### config.mk
export PLATFORM = sky130hd
export DESIGN_NAME = alarm_trigger
export DESIGN_NICKNAME = d
export VERILOG_FILES = /design/src/rtl/alarm_trigger_pkg.sv /design/src/rtl/alarm_trigger_bcd_wrap_inc.sv /design/src/rtl/alarm_trigger.sv
export SDC_FILE = /design/constraint.sdc
export NUM_CORES = 1
export LEC_CHECK = 0
export BUFFER_PORTS_ARGS = -buffer_cell sky130_fd_sc_hd__buf_2
export CAP_MARGIN = 20
export CORE_MARGIN = 3
export CORE_UTILIZATION = 57
export DETAILED_ROUTE_END_ITERATION = 10
export GPL_TIMING_DRIVEN = 0
export HOLD_SLACK_MARGIN = 0.03
export PLACE_DENSITY = 0.81
export SETUP_SLACK_MARGIN = 0.05
export SLEW_MARGIN = 20
export SYNTH_ARGS = -nofsm -noshare
export SYNTH_HDL_FRONTEND = slang
export SYNTH_HIERARCHICAL = 1
export SYNTH_SLANG_ARGS = --single-unit
### constraint.sdc
create_clock -name clk -period 2.17 [get_ports clk]
set_input_delay 0.1085 -clock clk [delete_from_list [all_inputs] [get_ports clk]]
set_output_delay 0.1085 -clock clk [all_outputs]
set_load 0.02 [all_outputs]
### src/rtl/alarm_trigger_pkg.sv
// Shared types and constants for the alarm trigger.
// Optional snooze feature: ALARM_SNOOZE_EN.
package alarm_trigger_pkg;

  typedef enum logic [1:0] {
    ST_IDLE   = 2'd0,
    ST_RING   = 2'd1,
    ST_DONE   = 2'd2,
    ST_SNOOZE = 2'd3
  } state_e;

  localparam logic [7:0] HOUR_MAX     = 8'h23;
  localparam logic [7:0] MIN_MAX      = 8'h59;
  localparam logic [1:0] SNOOZE_LIMIT = 2'd3;

endpackage

### src/rtl/alarm_trigger_bcd_wrap_inc.sv
// Two-digit BCD increment that wraps to 00 after max_i.
// Used for both the alarm hour and the alarm minute.
module bcd_wrap_inc
  import alarm_trigger_pkg::*;
(
  input  logic [7:0] bcd_i,
  input  logic [7:0] max_i,
  output logic [7:0] bcd_o
);

  // Wrap at the limit, carry into tens on a units digit of 9
  always_comb begin
    bcd_o = 8'h00;
    if (bcd_i == max_i) begin
      bcd_o = 8'h00;
    end else if (bcd_i[3:0] == 4'd9) begin
      bcd_o = {bcd_i[7:4] + 4'd1, 4'd0};
    end else begin
      bcd_o = {bcd_i[7:4], bcd_i[3:0] + 4'd1};
    end
  end

endmodule

### src/rtl/alarm_trigger.sv
// Alarm time store, match detect, ring FSM and step prescaler.
// Optional snooze feature: ALARM_SNOOZE_EN.
module alarm_trigger
  import alarm_trigger_pkg::*;
#(
  parameter int STEP_DIV     = 12_500_000,
  parameter int SNOOZE_STEPS = 20
) (
  input  logic       clk,
  input  logic       rst_n,
  input  logic       power,
  input  logic       alarm_on,
  input  logic [7:0] cur_hour,
  input  logic [7:0] cur_min,
  input  logic [7:0] cur_sec,
  input  logic       set_en,
  input  logic       btn_hour,
  input  logic       btn_min,
  input  logic       btn_snooze,
  output logic [7:0] alarm_hour,
  output logic [7:0] alarm_min,
  output logic       sig_ring,
  output logic       sig_step
);

  localparam int CW = $clog2(STEP_DIV);
  localparam logic [CW-1:0] CNT_LAST = CW'(STEP_DIV - 1);
  localparam logic [CW-1:0] CNT_HALF = CW'(STEP_DIV / 2);

  logic [CW-1:0] step_cnt_q, step_cnt_d;
  logic          sig_step_q;
  logic          btn_hour_q, btn_min_q;
  logic          hour_edge, min_edge;
  logic [7:0]    alarm_hour_q, alarm_min_q;
  logic [7:0]    hour_nxt, min_nxt;
  state_e        state_q;
  logic          ring_q;
  logic          edge_seen_q;
  logic          match;

`ifdef ALARM_SNOOZE_EN
  localparam int SW = $clog2(SNOOZE_STEPS + 1);
  logic          btn_snz_q;
  logic          snz_edge;
  logic [1:0]    snz_cnt_q;
  logic [SW-1:0] snz_cd_q;
  assign snz_edge = btn_snooze & ~btn_snz_q;
`else
  logic snooze_unused;
  assign snooze_unused = btn_snooze | (SNOOZE_STEPS == 0);
`endif

  assign step_cnt_d = (step_cnt_q == CNT_LAST) ? '0
                    : step_cnt_q + CW'(1);
  assign hour_edge  = btn_hour & ~btn_hour_q;
  assign min_edge   = btn_min & ~btn_min_q;

  assign match = power & alarm_on & ~set_en
               & (cur_hour == alarm_hour_q)
               & (cur_min == alarm_min_q)
               & (cur_sec == 8'h00);

  bcd_wrap_inc u_hour_inc (
    .bcd_i (alarm_hour_q),
    .max_i (HOUR_MAX),
    .bcd_o (hour_nxt)
  );

  bcd_wrap_inc u_min_inc (
    .bcd_i (alarm_min_q),
    .max_i (MIN_MAX),
    .bcd_o (min_nxt)
  );

  // Free-running prescaler and square-wave step output
  always_ff @(posedge clk) begin
    if (!rst_n) begin
      step_cnt_q <= '0;
      sig_step_q <= 1'b0;
    end else begin
      step_cnt_q <= step_cnt_d;
      sig_step_q <= (step_cnt_q < CNT_HALF);
    end
  end

  // Button history for rising-edge detection
  always_ff @(posedge clk) begin
    if (!rst_n) begin
      btn_hour_q <= 1'b0;
      btn_min_q  <= 1'b0;
`ifdef ALARM_SNOOZE_EN
      btn_snz_q  <= 1'b0;
`endif
    end else begin
      btn_hour_q <= btn_hour;
      btn_min_q  <= btn_min;
`ifdef ALARM_SNOOZE_EN
      btn_snz_q  <= btn_snooze;
`endif
    end
  end

  // Alarm time edit, one BCD step per button press
  always_ff @(posedge clk) begin
    if (!rst_n) begin
      alarm_hour_q <= 8'h00;
      alarm_min_q  <= 8'h00;
    end else if (set_en) begin
      if (hour_edge) alarm_hour_q <= hour_nxt;
      if (min_edge)  alarm_min_q  <= min_nxt;
    end
  end

  // Ring control FSM with registered ring request
  always_ff @(posedge clk) begin
    if (!rst_n || !power || !alarm_on) begin
      state_q     <= ST_IDLE;
      ring_q      <= 1'b0;
      edge_seen_q <= 1'b0;
`ifdef ALARM_SNOOZE_EN
      snz_cnt_q   <= 2'd0;
      snz_cd_q    <= '0;
`endif
    end else begin
      case (state_q)
        ST_IDLE: begin
          if (match) begin
            state_q <= ST_RING;
            ring_q  <= 1'b1;
          end
        end
        ST_RING: begin
          if (step_cnt_q == '0) edge_seen_q <= 1'b1;
          if (step_cnt_q == CNT_HALF && edge_seen_q) begin
            state_q     <= ST_DONE;
            ring_q      <= 1'b0;
            edge_seen_q <= 1'b0;
          end
        end
        ST_DONE: begin
`ifdef ALARM_SNOOZE_EN
          if (snz_edge && snz_cnt_q < SNOOZE_LIMIT) begin
            state_q   <= ST_SNOOZE;
            snz_cd_q  <= SW'(SNOOZE_STEPS);
            snz_cnt_q <= snz_cnt_q + 2'd1;
          end else if (cur_min != alarm_min_q) begin
            state_q   <= ST_IDLE;
            snz_cnt_q <= 2'd0;
          end
`else
          if (cur_min != alarm_min_q) state_q <= ST_IDLE;
`endif
        end
`ifdef ALARM_SNOOZE_EN
        ST_SNOOZE: begin
          if (snz_cd_q == '0) begin
            state_q <= ST_RING;
            ring_q  <= 1'b1;
          end else if (step_cnt_q == '0) begin
            snz_cd_q <= snz_cd_q - SW'(1);
          end
        end
`endif
        default: begin
          state_q <= ST_IDLE;
          ring_q  <= 1'b0;
        end
      endcase
    end
  end

  assign alarm_hour = alarm_hour_q;
  assign alarm_min  = alarm_min_q;
  assign sig_ring   = ring_q;
  assign sig_step   = sig_step_q;

endmodule

After elaboration in Yosys (flattened, before gate mapping)
Cells that the tools add are included.

Logic and storage cells: 76. Bits in registers: 47.

Bitwise gates (word level): 12. Multiplexer cells: 13. Magnitude comparators: 1. Add/sub/neg operators: 5. Equality and inequality tests: 14. Reduce and logical (&&, ||, !) cells: 20.

Operator list (count): 8-bit two-way mux (4); 24-bit by 1-bit adder with 24-bit output (second input constant) (1); 24-bit by 23-bit equality test with 1-bit output (second input constant) (1); 24-bit equality test (second input constant) (1); 24-bit logical NOT (1); 24-bit by 23-bit < comparator with 1-bit output (second input constant) (1); 4-bit by 1-bit adder with 4-bit output (second input constant) (4); 8-bit equality test (2); 3-bit AND reduction (4); 4-bit equality test (second input constant) (2); 8-bit by 6-bit equality test with 1-bit output (second input constant) (1); 8-bit by 7-bit equality test with 1-bit output (second input constant) (1); 8-bit logical NOT (1); 8-bit != test (1); 1-bit bitwise AND (7); 2-bit two-way mux (3); 2-bit != test (second input constant) (3); 2-bit case mux with 3 select lines (1); 2-bit AND reduction (3); 2-bit nonzero test (3); 1-bit NOT (5); 1-bit two-way mux (4); 1-bit logical NOT (3); 1-bit case mux with 3 select lines (1); 6 further kinds (7).

Logic depth before layout (Yosys ltp)
Depth in word-level cells: 7. Depth in mapped cells: 7. Depth with buffers taken out: 6.

By module
Netlist, hierarchy kept.

By module, submodules not included: alarm_trigger (area an instance 2322.2 um2, times used 1, seq. area each 940.9 um2, cells each 248); bcd_wrap_inc (area an instance 325.3 um2, times used 2, seq. area each 0.0 um2, cells each 39).

Least setup slack after synthesis
Ideal clock, no wire load.

Kind: register to register. From: register alarm_hour_q[1], in the netlist alarm_hour[1]. To: register alarm_hour_q[1], in the netlist alarm_hour[1]. Arrival time: 1471 ps. Path slack: 582 ps. Data required time: 2053 ps. Stages on the path, launching flop included: 6. Setup time: 117 ps. Path through: dfxtp_1 > xor2_1 > nor4_4 > a22oi_1 > mux2i_1 > nor2b_1.

Cells in the longest elaborated chain, start to end: 3. Elaborated cells between the ends (all ways): 5. Classes of those cells: add/sub: 1; eq/ne: 2; mux: 2.

Ends and longest elaborated chain: start: declaration (line alarm_trigger.sv:34) `logic [7:0] alarm_hour_q, alarm_min_q;`; start signal: assignment (line alarm_trigger.sv:109) `if (hour_edge) alarm_hour_q <= hour_nxt;`; 4-bit by 1-bit adder with 4-bit output or 4-bit equality test (tied branches) (line alarm_trigger_bcd_wrap_inc.sv:19, alarm_trigger_bcd_wrap_inc.sv:16); 8-bit two-way mux (line alarm_trigger_bcd_wrap_inc.sv:16) `end else if (bcd_i[3:0] == 4'd9) begin`; 8-bit two-way mux (*) (line alarm_trigger_bcd_wrap_inc.sv:14) `if (bcd_i == max_i) begin`; via hour_nxt[1] (line alarm_trigger.sv:35) `logic [7:0] hour_nxt, min_nxt;`.

Mark *: on every way through the listed nets, which the timed path passes. The rest lies on a longest branch. The select of a mux whose other input is x is not followed. A chain may end at the register's enable or synchronous reset.

Final worst setup path
From: register step_cnt_q[0]. To: register step_cnt_q[9].

Cells in the longest elaborated chain, start to end: 2. Elaborated cells between the ends (all ways): 3. Classes of those cells: add/sub: 1; eq/ne: 1; reduce/logical: 1.

Ends and longest elaborated chain: start: declaration (line alarm_trigger.sv:30) `logic [CW-1:0] step_cnt_q, step_cnt_d;`; start signal: assignment (line alarm_trigger.sv:81) `step_cnt_q <= step_cnt_d;`; branches (longest 2 deep; another with 24-bit by 1-bit adder with 24-bit output).

Several ways; the timed one is not identified.

==> metrics.csv <==
stage,metric,value,unit
sta,Final Max Slew Viols,0,
clocking,clock net sink count,47,
global_routing,global-route wire length before repair,10700,um
synthesis,Synth warnings,6,
sta,# setup viols final,0,
die,Die Area,0.00612,sq mm
route,via count,2538,
synthesis,mean area per synthesized cell,9.12,sq um
synthesis,dominant cell by count in the synthesized netlist,sky130_fd_sc_hd__dfxtp_1,
job,count of maximum capacitance violations,0,
die,cell row count,25,
synthesis,combinational family with the most area after synthesis,simple AND/OR/NAND/NOR gates,
synthesis,dominant cell type by area after synthesis,sky130_fd_sc_hd__dfxtp_1,
worst_setup_path,signal arrival time at the worst endpoint,2.03,ns
die,horizontal die dimension,78.2,um
synthesis,largest cells by area after synthesis,"sky130_fd_sc_hd__dfxtp_1 (32%), sky130_fd_sc_hd__xor2_1 (10%), sky130_fd_sc_hd__xnor2_1 (6.8%), sky130_fd_sc_hd__mux2i_1 (6.1%), sky130_fd_sc_hd__nor4_4 (4.3%)",
synthesis,Synth Area in Compound Gates,7.03,%
synthesis,number of library cell types mapped by synthesis,44,
worst_setup_path,Setup crit start kind,flip-flop,
pwr,"IR drop worst, VDD",376,uV
placed_design,total half-perimeter wirelength after legalization and detailed placement,4760,um
clocking,# Post-CTS Setup Buffers,0,
worst_setup_path,Worst setup EP type,flip-flop,
worst_setup_path,cell-by-cell trace of the critical path,"ha_1, nand4_2, nor2_2, nand3_1, o21ai_4, buf_4, nor2_1",
die,Core Footprint,0.00488,sq mm
placed_design,number of buffers inserted by port buffering,48,
sta,unrepaired setup endpoints after global routing,false,
worst_setup_path,Critical Setup Path Class,flip-flop to flip-flop,
worst_setup_path,highest-delay cell along the critical path,sky130_fd_sc_hd__dfxtp_1,
synthesis,netlist area before placement,0.00297,sq mm
die,effective utilization at floorplan,60.9,%
synthesis,fraction of the mapped netlist area in simple logic gates,33.6,%
pwr,Combinational Power Share,10.2,%
clocking,total CTS buffers,5,
route,drc violations,0,
global_routing,via count of the first global-routing pass,2411,
route,count of TritonRoute iterations in the first routing pass,4,
clocking,largest buffer count on any clock path,2,
synthesis,fraction of synthesized area in multiplexers,6.06,%
pwr,cell internal power dissipation,0.00131,W
clocking,number of H-tree branching levels,2,
synthesis,flip-flop and latch count after synthesis,47,
placed_design,placer congestion estimate,0.890,
route,ratio of routed vias to standard cells,5.47,
placed_design,post-place setup slack,0.345,ns
synthesis,most frequently used flop master after synthesis,sky130_fd_sc_hd__dfxtp_1,
worst_setup_path,Slowest Stage Delay on Critical Path,0.40,ns
sta,Sum Neg Setup Slack,0,ns
sta,transition time at the pin with the least slew margin,0.593,ns
layout,final core area utilization,71.2,%
sta,maximum frequency from static timing analysis,546,MHz
worst_setup_path,Worst Path Required,2.37,ns
synthesis,count of mapped cells out of synthesis,326,
synthesis,fraction of registers with async set/reset,0,%
pwr,net switching component of the power,0.000427,W
pwr,part of the total power dissipated in the clock network,38.4,%
layout,number of nets in the final layout,432,
sta,shortest clock period the worst path allows after layout,1.83,ns
status,result of the run,"finished, final reports clean",
route,Post-DRT Antenna Nets,0,
synthesis,top cell types by occurrence after synthesis,"sky130_fd_sc_hd__dfxtp_1 (47), sky130_fd_sc_hd__xor2_1 (34), sky130_fd_sc_hd__nor2_1 (24)",
global_routing,maximum number of pins on one net before global-route repair,17,
min_path,type of the tightest min-delay check,input port to flip-flop,
sta,portion of the clock cycle consumed by the worst path in the final layout,84.5,%
pwr,Sw Share,24.7,%
route,total routed wirelength,6330,um
pwr,pwr/cell area,499,mW/mm^2
layout,area growth from synthesis to layout,16.9,%
sta,headroom to the max-slew limit,60.4,%
route,DRT iter0 DRCs,120,
synthesis,xor and xnor area share after synthesis,16.8,%
synthesis,share of the synthesized area in the top cell type,31.6,%
die,die height,78.2,um
clocking,"CTS clk-pin slew, worst paths",0.09,ns
clocking,Root Buffer,sky130_fd_sc_hd__clkbuf_8,
global_routing,Congestion Overflow GR,0,
route,WL per Instance,13.6,um
sta,hold violation total from the final report,0,
die,number of top-level design ports,50,
pwr,share of total power in sequential cells,51.4,%
clocking,clock tree from TritonCTS,done,
global_routing,antenna violations before repair,0,
pwr,leakage power total,1.46,nW
global_routing,global routing usage summed across all routing layers,21.5,%
sta,clock tree skew after final layout,0.0113,ns
synthesis,sequential fraction of the synthesis area,31.6,%
layout,share of post-route cells with drive strength above 1,21.7,%
layout,antenna fix cells,0,
clocking,clock latency reported for the late side of the worst-skew pair,0.31,ns
sta,minimum hold slack,0.0402,ns
synthesis,"share of synthesized cell area in full adder, half adder and majority cells",1.68,%
synthesis,number of enable flip-flop cells after synthesis,0,
sta,Final Worst Setup Slack,0.337,ns
worst_setup_path,largest fanout of any net on the critical path,10,
==> layout make-up <==
type | instances | area [sq um]
buffer | 7 | 45.0
fill | 391 | 1400
inverter | 11 | 41.3
multi-input combinational | 275 | 2000
clock inverter | 3 | 47.5
tap | 67 | 83.8
clock buffer | 5 | 68.8
sequential | 47 | 941
timing repair buffer | 49 | 250
==> per-stage QoR <==
| stage | total power [W] | area, sq um | instances |
|---|---|---|---|
| 6_report | 0.00173 | 3480 | 464 |
| 5_1_grt | 0.00180 | 3480 | 464 |
| 4_1_cts | 0.00174 | 3480 | 464 |
| 3_5_place_dp | 0.00109 | 3350 | 455 |
| 3_3_place_gp | 0.00108 | 3350 | 455 |
| 2_1_floorplan | 0.00103 | 3030 | 340 |
==> registers in the layout, indices dropped and copies added, names as in the netlist, 2 cells and up <==
name        flops
step_cnt_q     24
state_q         2
alarm_min       8
alarm_hour      8
==> per-layer routing <==
metal	global-route usage, %	vias up	wire length (um)
met5	0	-	0
met3	3.67	9	214
met4	8.04	0	83
li1	-	1276	-
met1	26.9	1195	2820
met2	37.0	58	3210
==> path summary, 6_finish.rpt <==
path | from | endpoint | slack (ns) | depth (start not counted)
worst max-delay path | step_cnt_q[0]$_SDFF_PP0_ | step_cnt_q[9]$_SDFF_PP0_ | 0.34 | 7
worst min-delay path | btn_hour | btn_hour_q$_SDFF_PN0_ | 0.04 | 2
worst max register to register | step_cnt_q[0]$_SDFF_PP0_ | step_cnt_q[9]$_SDFF_PP0_ | 0.34 | 7
worst min register to register | sig_ring$_SDFFE_PP0P_ | sig_ring$_SDFFE_PP0P_ | 0.46 | 2
==> cells in the final DEF (no fill, tap or decap), types with 5 or more instances in the layout <==
| master | count |
|---|---|
| sky130_fd_sc_hd__a21oi_1 | 10 |
| sky130_fd_sc_hd__a22oi_1 | 6 |
| sky130_fd_sc_hd__and3_1 | 5 |
| sky130_fd_sc_hd__buf_2 | 48 |
| sky130_fd_sc_hd__clkbuf_8 | 5 |
| sky130_fd_sc_hd__conb_1 | 16 |
| sky130_fd_sc_hd__dfxtp_1 | 47 |
| sky130_fd_sc_hd__inv_1 | 11 |
| sky130_fd_sc_hd__mux2i_1 | 18 |
| sky130_fd_sc_hd__nand2_1 | 20 |
| sky130_fd_sc_hd__nand3_1 | 17 |
| sky130_fd_sc_hd__nand4_1 | 10 |
| sky130_fd_sc_hd__nor2_1 | 24 |
| sky130_fd_sc_hd__nor2_2 | 7 |
| sky130_fd_sc_hd__nor2b_1 | 18 |
| sky130_fd_sc_hd__nor4_1 | 8 |
| sky130_fd_sc_hd__nor4_4 | 6 |
| sky130_fd_sc_hd__o21ai_0 | 6 |
| sky130_fd_sc_hd__or3_1 | 6 |
| sky130_fd_sc_hd__xnor2_1 | 23 |
| sky130_fd_sc_hd__xor2_1 | 34 |
==> timing repair <==
action / 4_1_cts / 5_1_grt
hold buffers: 1 / 0
hold endpoints to repair: 1 / 0
gates resized for setup: 0 / 0
==> power groups by stage <==
stage	clock (W)	sequential [W]	combinational, W
after floorplan	0	0.000913	0.000115
after global placement	0	0.000910	0.000170
after detailed placement	0	0.000911	0.000175
after CTS	0.000673	0.000891	0.000177
after global routing	0.000710	0.000893	0.000196
final	0.000666	0.000891	0.000177
==> logic make-up after synthesis <==
logic type / count (synthesis)
AOI/OAI and AO/OA: 31
muxes: 18
adders and majority gates: 4
buffers and inverters: 18
and+or+nand+nor: 149
xor gates and xnor gates: 57
DFF: 47
other: 2
==> critical path, delay by kind of cell (launching register included) <==
family,cells,cell delay (ns)
adders and majority gates,1,0.26
and+or+nand+nor,4,0.61
DFF,1,0.40
AOI/OAI and AO/OA,1,0.25
buffers and inverters,1,0.22
Power figures use the tool's default switching activity.
